## src/rtl/ofdm_subcarrier_mapper.sv

```systemverilog
// ----------------------------------------------------------------------------
// ofdm_subcarrier_mapper
//
// Collects one OFDM symbol of QAM I/Q samples into a ping-pong buffer, placing
// each sample on its active subcarrier bin. Each filled bank is streamed to the
// IFFT as a full N_FFT-bin frame in natural bin order. DC and guard bins are
// forced to zero by the bin-index decode. The IFFT side uses a valid/ready
// handshake. The QAM side cannot be stalled, so a sample that arrives while
// its target bank is still full is dropped and flagged in a sticky overflow bit.
//
// Ports
//   clk            : single clock, rising edge
//   reset          : asynchronous, active-low; clears all state
//   qam_inphase_i  : signed I sample from the QAM mapper
//   qam_quadrat_i  : signed Q sample from the QAM mapper
//   qam_mod_valid  : sample valid, one sample per asserted cycle
//   ifft_inphase_o : signed I of the current bin
//   ifft_quadrat_o : signed Q of the current bin
//   ifft_valid     : bin data valid
//   ifft_ready     : IFFT accepts a bin when ifft_valid && ifft_ready
//   ifft_sop       : high with bin 0 of a frame
//   ifft_eop       : high with bin N_FFT-1
//   ifft_bin       : current bin index
//   overflow       : sticky, set when a sample is dropped
// ----------------------------------------------------------------------------
module ofdm_subcarrier_mapper #(
    parameter int N_FFT  = 64,
    parameter int N_USED = 52
) (
    input  logic                     clk,
    input  logic                     reset,
    input  logic signed [15:0]       qam_inphase_i,
    input  logic signed [15:0]       qam_quadrat_i,
    input  logic                     qam_mod_valid,
    output logic signed [15:0]       ifft_inphase_o,
    output logic signed [15:0]       ifft_quadrat_o,
    output logic                     ifft_valid,
    input  logic                     ifft_ready,
    output logic                     ifft_sop,
    output logic                     ifft_eop,
    output logic [$clog2(N_FFT)-1:0] ifft_bin,
    output logic                     overflow
);

    localparam int BW = $clog2(N_FFT);
    localparam logic [BW-1:0] HALF_B   = BW'(N_USED / 2);
    localparam logic [BW-1:0] NEG_BASE = BW'(N_FFT - N_USED / 2);
    localparam logic [BW-1:0] LAST_K   = BW'(N_USED - 1);
    localparam logic [BW-1:0] LAST_BIN = BW'(N_FFT - 1);

    typedef enum logic {
        ST_IDLE,
        ST_STREAM
    } state_e;

    // ------------------------------------------------------------------
    // Storage: both banks in one array, address = {bank, bin}.
    // ------------------------------------------------------------------
    logic [31:0] mem_q [2*N_FFT];

    // Write side
    logic          wr_bank_q, wr_bank_d;
    logic [BW-1:0] wr_cnt_q, wr_cnt_d;
    logic          overflow_q, overflow_d;
    logic          wr_en;
    logic [BW-1:0] wr_bin;
    logic [1:0]    set_full;

    // Read side
    state_e        state_q, state_d;
    logic          rd_bank_q, rd_bank_d;
    logic [BW-1:0] rd_idx_q, rd_idx_d;
    logic [1:0]    clr_full;
    logic          data_bin;
    logic [31:0]   rd_word;

    // Shared
    logic [1:0]    bank_full_q, bank_full_d;

    // ------------------------------------------------------------------
    // Write side: accept or drop, and map sample index to its bin.
    // ------------------------------------------------------------------
    // NOTE: every signal assigned in always_comb gets a default first, so no
    // path leaves it unassigned and no latch is inferred.
    always_comb begin
        wr_bank_d  = wr_bank_q;
        wr_cnt_d   = wr_cnt_q;
        overflow_d = overflow_q;
        wr_en      = 1'b0;
        set_full   = 2'b00;
        // Lower half of the symbol goes to negative frequencies at the top of
        // the bin range, upper half to positive frequencies starting at bin 1.
        if (wr_cnt_q < HALF_B) begin
            wr_bin = NEG_BASE + wr_cnt_q;
        end else begin
            wr_bin = wr_cnt_q - HALF_B + BW'(1);
        end
        if (qam_mod_valid) begin
            // Uses the registered full flags, so a bank released this cycle
            // is still treated as full for a sample arriving in the same cycle.
            if (bank_full_q[wr_bank_q]) begin
                overflow_d = 1'b1;
            end else begin
                wr_en = 1'b1;
                if (wr_cnt_q == LAST_K) begin
                    set_full[wr_bank_q] = 1'b1;
                    wr_bank_d           = ~wr_bank_q;
                    wr_cnt_d            = '0;
                end else begin
                    wr_cnt_d = wr_cnt_q + BW'(1);
                end
            end
        end
    end

    // NOTE: the sample memory has no reset; stale contents are never visible
    // because guard/DC bins are zeroed by decode and data bins are rewritten
    // before their bank is marked full.
    always_ff @(posedge clk) begin
        if (wr_en) begin
            mem_q[{wr_bank_q, wr_bin}] <= {qam_inphase_i, qam_quadrat_i};
        end
    end

    // ------------------------------------------------------------------
    // Read side FSM
    // ------------------------------------------------------------------
    always_comb begin
        state_d   = state_q;
        rd_idx_d  = rd_idx_q;
        rd_bank_d = rd_bank_q;
        clr_full  = 2'b00;
        case (state_q)
            ST_IDLE: begin
                if (bank_full_q[rd_bank_q]) begin
                    state_d  = ST_STREAM;
                    rd_idx_d = '0;
                end
            end
            ST_STREAM: begin
                if (ifft_ready) begin
                    if (rd_idx_q == LAST_BIN) begin
                        // Returning to IDLE here gives the mandatory idle
                        // cycle between back-to-back frames.
                        clr_full[rd_bank_q] = 1'b1;
                        rd_bank_d           = ~rd_bank_q;
                        rd_idx_d            = '0;
                        state_d             = ST_IDLE;
                    end else begin
                        rd_idx_d = rd_idx_q + BW'(1);
                    end
                end
            end
            default: state_d = ST_IDLE;
        endcase
    end

    // Completion and release always target different banks, so set and clear
    // never collide on the same bit.
    assign bank_full_d = (bank_full_q | set_full) & ~clr_full;

    // NOTE: sequential state uses non-blocking assignments only, so every
    // register samples the pre-edge value of every other register.
    always_ff @(posedge clk or negedge reset) begin
        if (!reset) begin
            state_q     <= ST_IDLE;
            wr_bank_q   <= 1'b0;
            wr_cnt_q    <= '0;
            rd_bank_q   <= 1'b0;
            rd_idx_q    <= '0;
            bank_full_q <= 2'b00;
            overflow_q  <= 1'b0;
        end else begin
            state_q     <= state_d;
            wr_bank_q   <= wr_bank_d;
            wr_cnt_q    <= wr_cnt_d;
            rd_bank_q   <= rd_bank_d;
            rd_idx_q    <= rd_idx_d;
            bank_full_q <= bank_full_d;
            overflow_q  <= overflow_d;
        end
    end

    // ------------------------------------------------------------------
    // Outputs
    // ------------------------------------------------------------------
    assign data_bin = ((rd_idx_q != '0) && (rd_idx_q <= HALF_B)) || (rd_idx_q >= NEG_BASE);
    assign rd_word  = mem_q[{rd_bank_q, rd_idx_q}];

    assign ifft_valid     = (state_q == ST_STREAM);
    assign ifft_bin       = rd_idx_q;
    assign ifft_sop       = ifft_valid && (rd_idx_q == '0);
    assign ifft_eop       = ifft_valid && (rd_idx_q == LAST_BIN);
    assign ifft_inphase_o = (ifft_valid && data_bin) ? rd_word[31:16] : 16'sd0;
    assign ifft_quadrat_o = (ifft_valid && data_bin) ? rd_word[15:0]  : 16'sd0;
    assign overflow       = overflow_q;

endmodule

```

## config.mk

```make
export PLATFORM = sky130hd
export DESIGN_NAME = ofdm_subcarrier_mapper
export DESIGN_NICKNAME = d
export VERILOG_FILES = /design/src/rtl/ofdm_subcarrier_mapper.sv
export SDC_FILE = /design/constraint.sdc
export NUM_CORES = 2
export LEC_CHECK = 0
export ABC_CLOCK_PERIOD_IN_PS = 10000
export BUFFER_PORTS_ARGS = -buffer_cell sky130_fd_sc_hd__buf_2
export CAP_MARGIN = 0
export CORE_AREA = 10 10 484 533
export CTS_BUF_LIST = sky130_fd_sc_hd__clkbuf_8
export DETAILED_ROUTE_END_ITERATION = 8
export DIE_AREA = 0 0 494 543
export PLACE_DENSITY_LB_ADDON = 0.2
export SYNTH_ARGS = -nofsm -noshare
export SYNTH_HDL_FRONTEND = slang
export SYNTH_SLANG_ARGS = --single-unit
```

## constraint.sdc

```tcl
create_clock -name clk -period 10 [get_ports clk]
set_clock_uncertainty 0.1 [all_clocks]
set_input_delay 1.5 -clock clk [delete_from_list [all_inputs] [get_ports clk]]
set_output_delay 1.5 -clock clk [all_outputs]
set_load 0.01 [all_outputs]
```

## Word-level counts from Yosys, hierarchy flattened

Memories as Yosys holds them, arrays and structs flattened.
Cells that the tools add are included.
W data, S select, Z words.

- Register bits after elaboration: 18
- Bits in latches: 0
- Bits in writable memories: 4096
- ROM bits: 0
- Bits of input ports: 36
- Output and inout port bits: 42
- Memories kept: 1

- Add/subtract/negate cells: 5
- $mul: 0
- Divide/modulo/power cells: 0
- Order comparisons: 7
- Equal/unequal tests: 4
- Shifts and indexed selects: 0
- Multiplexer cells: 30
- Bitwise gates (word level): 7
- Reduce and logical (&&, ||, !) cells: 14

Memory list:

| memory | depth | width | rd ports | clocked after memory_dff | write ports | line | source |
|---|---|---|---|---|---|---|---|
| mem_q | 128 | 32 | 1 | 0 | 1 | 59 | `logic [31:0] mem_q [2*N_FFT];` |

Operators with widths:

| kind | count |
|---|---|
| $mux W16 | 2 |
| $mux W6 | 5 |
| $add A6 B1 Y6 const B | 3 |
| $mux W1 | 13 |
| $eq A6 B6 Y1 const B | 2 |
| $mux W2 | 6 |
| $pmux W6 S2 | 1 |
| $add A6 B6 Y6 const A | 1 |
| $ge A6 B6 Y1 const B | 1 |
| $le A6 B5 Y1 const B | 1 |
| $logic_and A1 B1 Y1 | 6 |
| $logic_not A6 Y1 | 1 |
| $lt A6 B5 Y1 const B | 1 |
| $reduce_and A2 Y1 | 3 |
| $reduce_and A3 Y1 | 2 |
| $reduce_bool A6 Y1 | 1 |
| $sub A6 B5 Y6 const B | 1 |
| $lt A1 B2 Y1 const B | 2 |
| $ne A2 B2 Y1 const B | 2 |
| $not A1 Y1 | 4 |
| $and A2 B2 Y2 | 1 |
| $demux W1 S1 | 2 |
| $ge A1 B1 Y1 const B | 2 |
| $not A2 Y2 | 1 |
| 3 further kinds | 3 |

## Longest topological paths before layout

- Depth in word-level cells: 9
- Mapped depth: 18
- Depth with buffers taken out: 9

## Worst setup path after synthesis

No wires, ideal clock.

- Path kind: register to output
- From: register rd_idx_q[0], in the netlist ifft_bin[0]
- To: output port ifft_quadrat_o[1]
- Data arrival time: 3187 ps
- Data required time: 8400 ps
- Slack: 5213 ps
- Stages on the path, launching flop included: 17
- Buffers on the path: 9
- Cells stage by stage: dfrtp_1 -> buf_6 -> buf_12 -> buf_8 -> buf_6 -> buf_6 -> buf_6 -> buf_4 -> inv_1 -> ha_1 -> nor2b_1 -> nand2_1 -> a21oi_1 -> or3_1 -> buf_1 -> clkbuf_1 -> o32ai_1

- Cells in the longest elaborated chain, start to end: 5

RTL lines:

| what | line | source |
|---|---|---|
| start: declaration | 72 | `logic [BW-1:0] rd_idx_q, rd_idx_d;` |
| start signal: assignment | 178 | `rd_idx_q <= rd_idx_d;` |
| branches (longest 4 deep; another with $mem_v2 Z128 W32) | n/a |  |
| $mux W16 (*) | 195 | `assign ifft_quadrat_o = (ifft_valid && data_bin) ? rd_word[15:0] : 16'sd0;` |
| end: declaration | 36 | `output logic signed [15:0] ifft_quadrat_o,` |

Mark *: on every way between the ends.

## Worst setup path after layout

- From: register rd_idx_q[1], in the netlist ifft_bin[1]
- To: output port ifft_inphase_o[8]

- Cells in the longest elaborated chain, start to end: 5

RTL lines:

| what | line | source |
|---|---|---|
| branches (longest 4 deep; another with $mem_v2 Z128 W32) | n/a |  |
| $mux W16 (*) | 194 | `assign ifft_inphase_o = (ifft_valid && data_bin) ? rd_word[31:16] : 16'sd0;` |
| end: declaration | 35 | `output logic signed [15:0] ifft_inphase_o,` |

Marks and branches as above.

==> impl_metrics.tcl <==
set metrics [dict create \
    clockRootBuffer "clkbuf_8" \
    multi_input_area_um2 34500 \
    regArea_um2 123000 \
    power_leakage_uw 0.0551 \
    cp.arrival_ps 6590 \
    syn2layout_area_growth_pct 10.1 \
    end_kind "output pin" \
    grt_remaining_overflow 0 \
    synth_cells 7244 \
    core-area_um2 246000 \
    syn_area_um2 160000 \
    yosysWarnings 0 \
    place_congestion 0.898 \
    vdd_drop_max_mv 0.210 \
    crit_type "reg -> out" \
    die_x_um 494 \
    cts_resized 0 \
    vias 81243 \
    grt_pass1_vias 81078 \
    routed_via_density 7.03 \
    first_pass_iters 6 \
    cts_tree "yes" \
    final_cell_mix "edfxtp_1, mux4_2, clkbuf_8, mux2i_1, buf_4" \
    yosys_most_used_dff "edfxtp_1" \
    clock_latency_ps 1050 \
    placedCellCount 10454 \
    fin_total_pwr_uw 40100 \
    ios 78 \
    relSlewSlack_pct 8.73 \
    wire_per_inst_um 38.1 \
    period_share_pct 81.9 \
    port-buffer-count 77 \
    die_area_um2 268000 \
    yosysSeqAreaShare_pct 77.4 \
    worstSetupStartpointType "flop" \
    worst_pin_slew_ps 1360 \
    cap_viol_max_count 0 \
    async_reset_ff_share_pct 0.438 \
    r2r_start "wr_cnt_q[2]$_DFFE_PN0P_" \
    drt-total-wl_mm 440 \
    syn_area_per_cell_um2 22.0 \
    crit_start "ifft_bin[1]$_DFFE_PN0P_" \
    status "completed" \
    synth_edf_count 4096 \
    drc_errors 0 \
    final_hold_viol_count 0 \
    clk_pin_slew_ps 60 \
    antenna_left 0 \
    fillerInstances 14120 \
    rows 191 \
    power.density_nw_per_um2 228 \
    rsz0062_at_grt "no" \
    critPathMaxFanout 131 \
    cp_data_required_time_ps 8400 \
    drt_iter0_markers 12976 \
    instances_no_fill 11555 \
    antenna_found_initial 31 \
    initial_core_util_pct 64.8 \
    holdCritPathClass "in -> async" \
    postCtsSetupBuffers 0 \
    grt_pass1_wl_mm 617 \
    fmax_ghz 0.122 \
    cts_made_buffers 622 \
    synth_cell_types 65 \
    ys_ff_latch 4114 \
    die_y_um 543 \
    layout_commonest_cell "edfxtp_1" \
    syn_nets 7288 \
    clk_path_buf_depth 4 \
    final_util_pct 71.4 \
    period_needed_ps 8190 \
    drive_gt1_share_pct 28.1 \
    cts.sinks 4114 \
    slew_violations 0 \
    report.final.setup_viol 0 \
    cts_max_level 6 \
    nNetsFinal 7841 \
    groute.usage.overall_pct 32.8 \
    grt_start_max_net_pins 133 \
    hold_buffers 0 \
    tns_ps 0 \
    dp_hpwl_mm 253 \
]
[path summary, 6_finish.rpt]
path	to	slack, ps	cells after the start
hold reg to reg	overflow$_DFFE_PN0P_	370	1
setup / recovery	ifft_inphase_o[8]	1810	10
hold / removal	ifft_bin[3]$_DFFE_PN0P_	290	1
setup reg to reg	mem_q[86][16]$_DFFE_PP_	5050	8
min in group clk	overflow$_DFFE_PN0P_	370	1
max in group asynchronous	ifft_bin[0]$_DFFE_PN0P_	9110	1
[state kept, by name (all words and copies together) (netlist names)]
name,cells
overflow,1
wr_cnt_q,6
mem_q,4096
bank_full_q,2
wr_bank_q,1
ifft_valid,1
rd_bank_q,1
ifft_bin,6
[layout make-up]
class / count / share of cell area (%)
sequential: 4114 / 70.3
multi-input combinational: 2717 / 19.7
clock buffer: 635 / 4.97
tap: 3281 / 2.34
timing repair buffer: 333 / 1.49
clock inverter: 456 / 1.25
inverter: 9 / 0.0192
antenna: 10 / 0.0142
[synth_stat cells (4+ instances only)]
cell type,n,area [um^2]
ha_1,8,100
buf_4,80,601
mux4_2,884,19900
o221ai_1,26,228
dfrtp_1,18,450
or2_2,6,37.5
nand2_1,170,638
inv_1,6,22.5
edfxtp_1,4096,123000
clkbuf_1,103,387
nor3_1,10,50.1
mux2_2,205,2310
and3_1,29,181
buf_1,27,101
nand3_1,66,330
a22oi_1,99,743
nor2_1,181,679
buf_2,121,606
a2111oi_0,6,52.6
xnor2_1,4,35.0
o21ai_0,121,606
o41ai_1,4,35.0
a211oi_1,23,173
a221oi_1,44,385
a21boi_0,77,578
o22ai_1,67,419
mux4_1,17,447
a31oi_1,11,68.8
nand2b_1,8,50.1
buf_6,56,631
nand4_1,37,231
o211ai_1,4,30.0
and2_1,9,56.3
buf_8,11,165
mux2i_1,390,3900
nor2b_1,22,138
a21oi_1,146,731
o31ai_1,5,37.5
a22o_1,4,35.0
[logic make-up after synthesis]
| family | after synthesis | synth area share (%) |
|---|---|---|
| adders and majority gates | 8 | 0.0627 |
| muxes | 1496 | 16.7 |
| buffers and inverters | 413 | 1.63 |
| and+or+nand+nor | 546 | 1.54 |
| AOI/OAI and AO/OA | 661 | 2.71 |
| xor gates and xnor gates | 6 | 0.0329 |
| DFF | 4114 | 77.4 |
[metal layers]
layer / up-vias / global-route usage [%] / share of wire (%)
met5: - / 0 / 0.014
met3: 1223 / 8.54 / 12
met2: 6012 / 50.9 / 47
li1: 31774 / - / -
met1: 42224 / 42.1 / 33
met4: 10 / 20.4 / 7.7
[worst max-delay path: stages, from the launching register on]
cell and delay [ps]:
dfrtp_4 960, buf_12 600, ha_1 290, nor2b_1 60, o21ai_0 220, a21oi_1 190
nor3b_2 780, buf_4 590, nand4_1 400, o22ai_1 1000, buf_2 300
[through the flow]
| stage | instance area, um^2 | setup WS (ps) | hold slack, ps |
|---|---|---|---|
| floorplan | 160000 | 5210 | 384 |
| global placement | 165000 | 3120 | 362 |
| detailed placement | 165000 | 3110 | 363 |
| CTS | 176000 | 1940 | 226 |
| global route | 176000 | 1710 | 287 |
| finish | 176000 | 1810 | 287 |
[power breakdown]
part | internal, uW | leakage (uW) | switching [uW] | total [uW]
Sequential | 19300 | 0.0370 | 178 | 19500
Clock | 6100 | 0.00634 | 6350 | 12400
Combinational | 2830 | 0.0118 | 5310 | 8140
Total | 28200 | 0.0551 | 11800 | 40100
No activity file was read; power rests on OpenSTA's default activity.
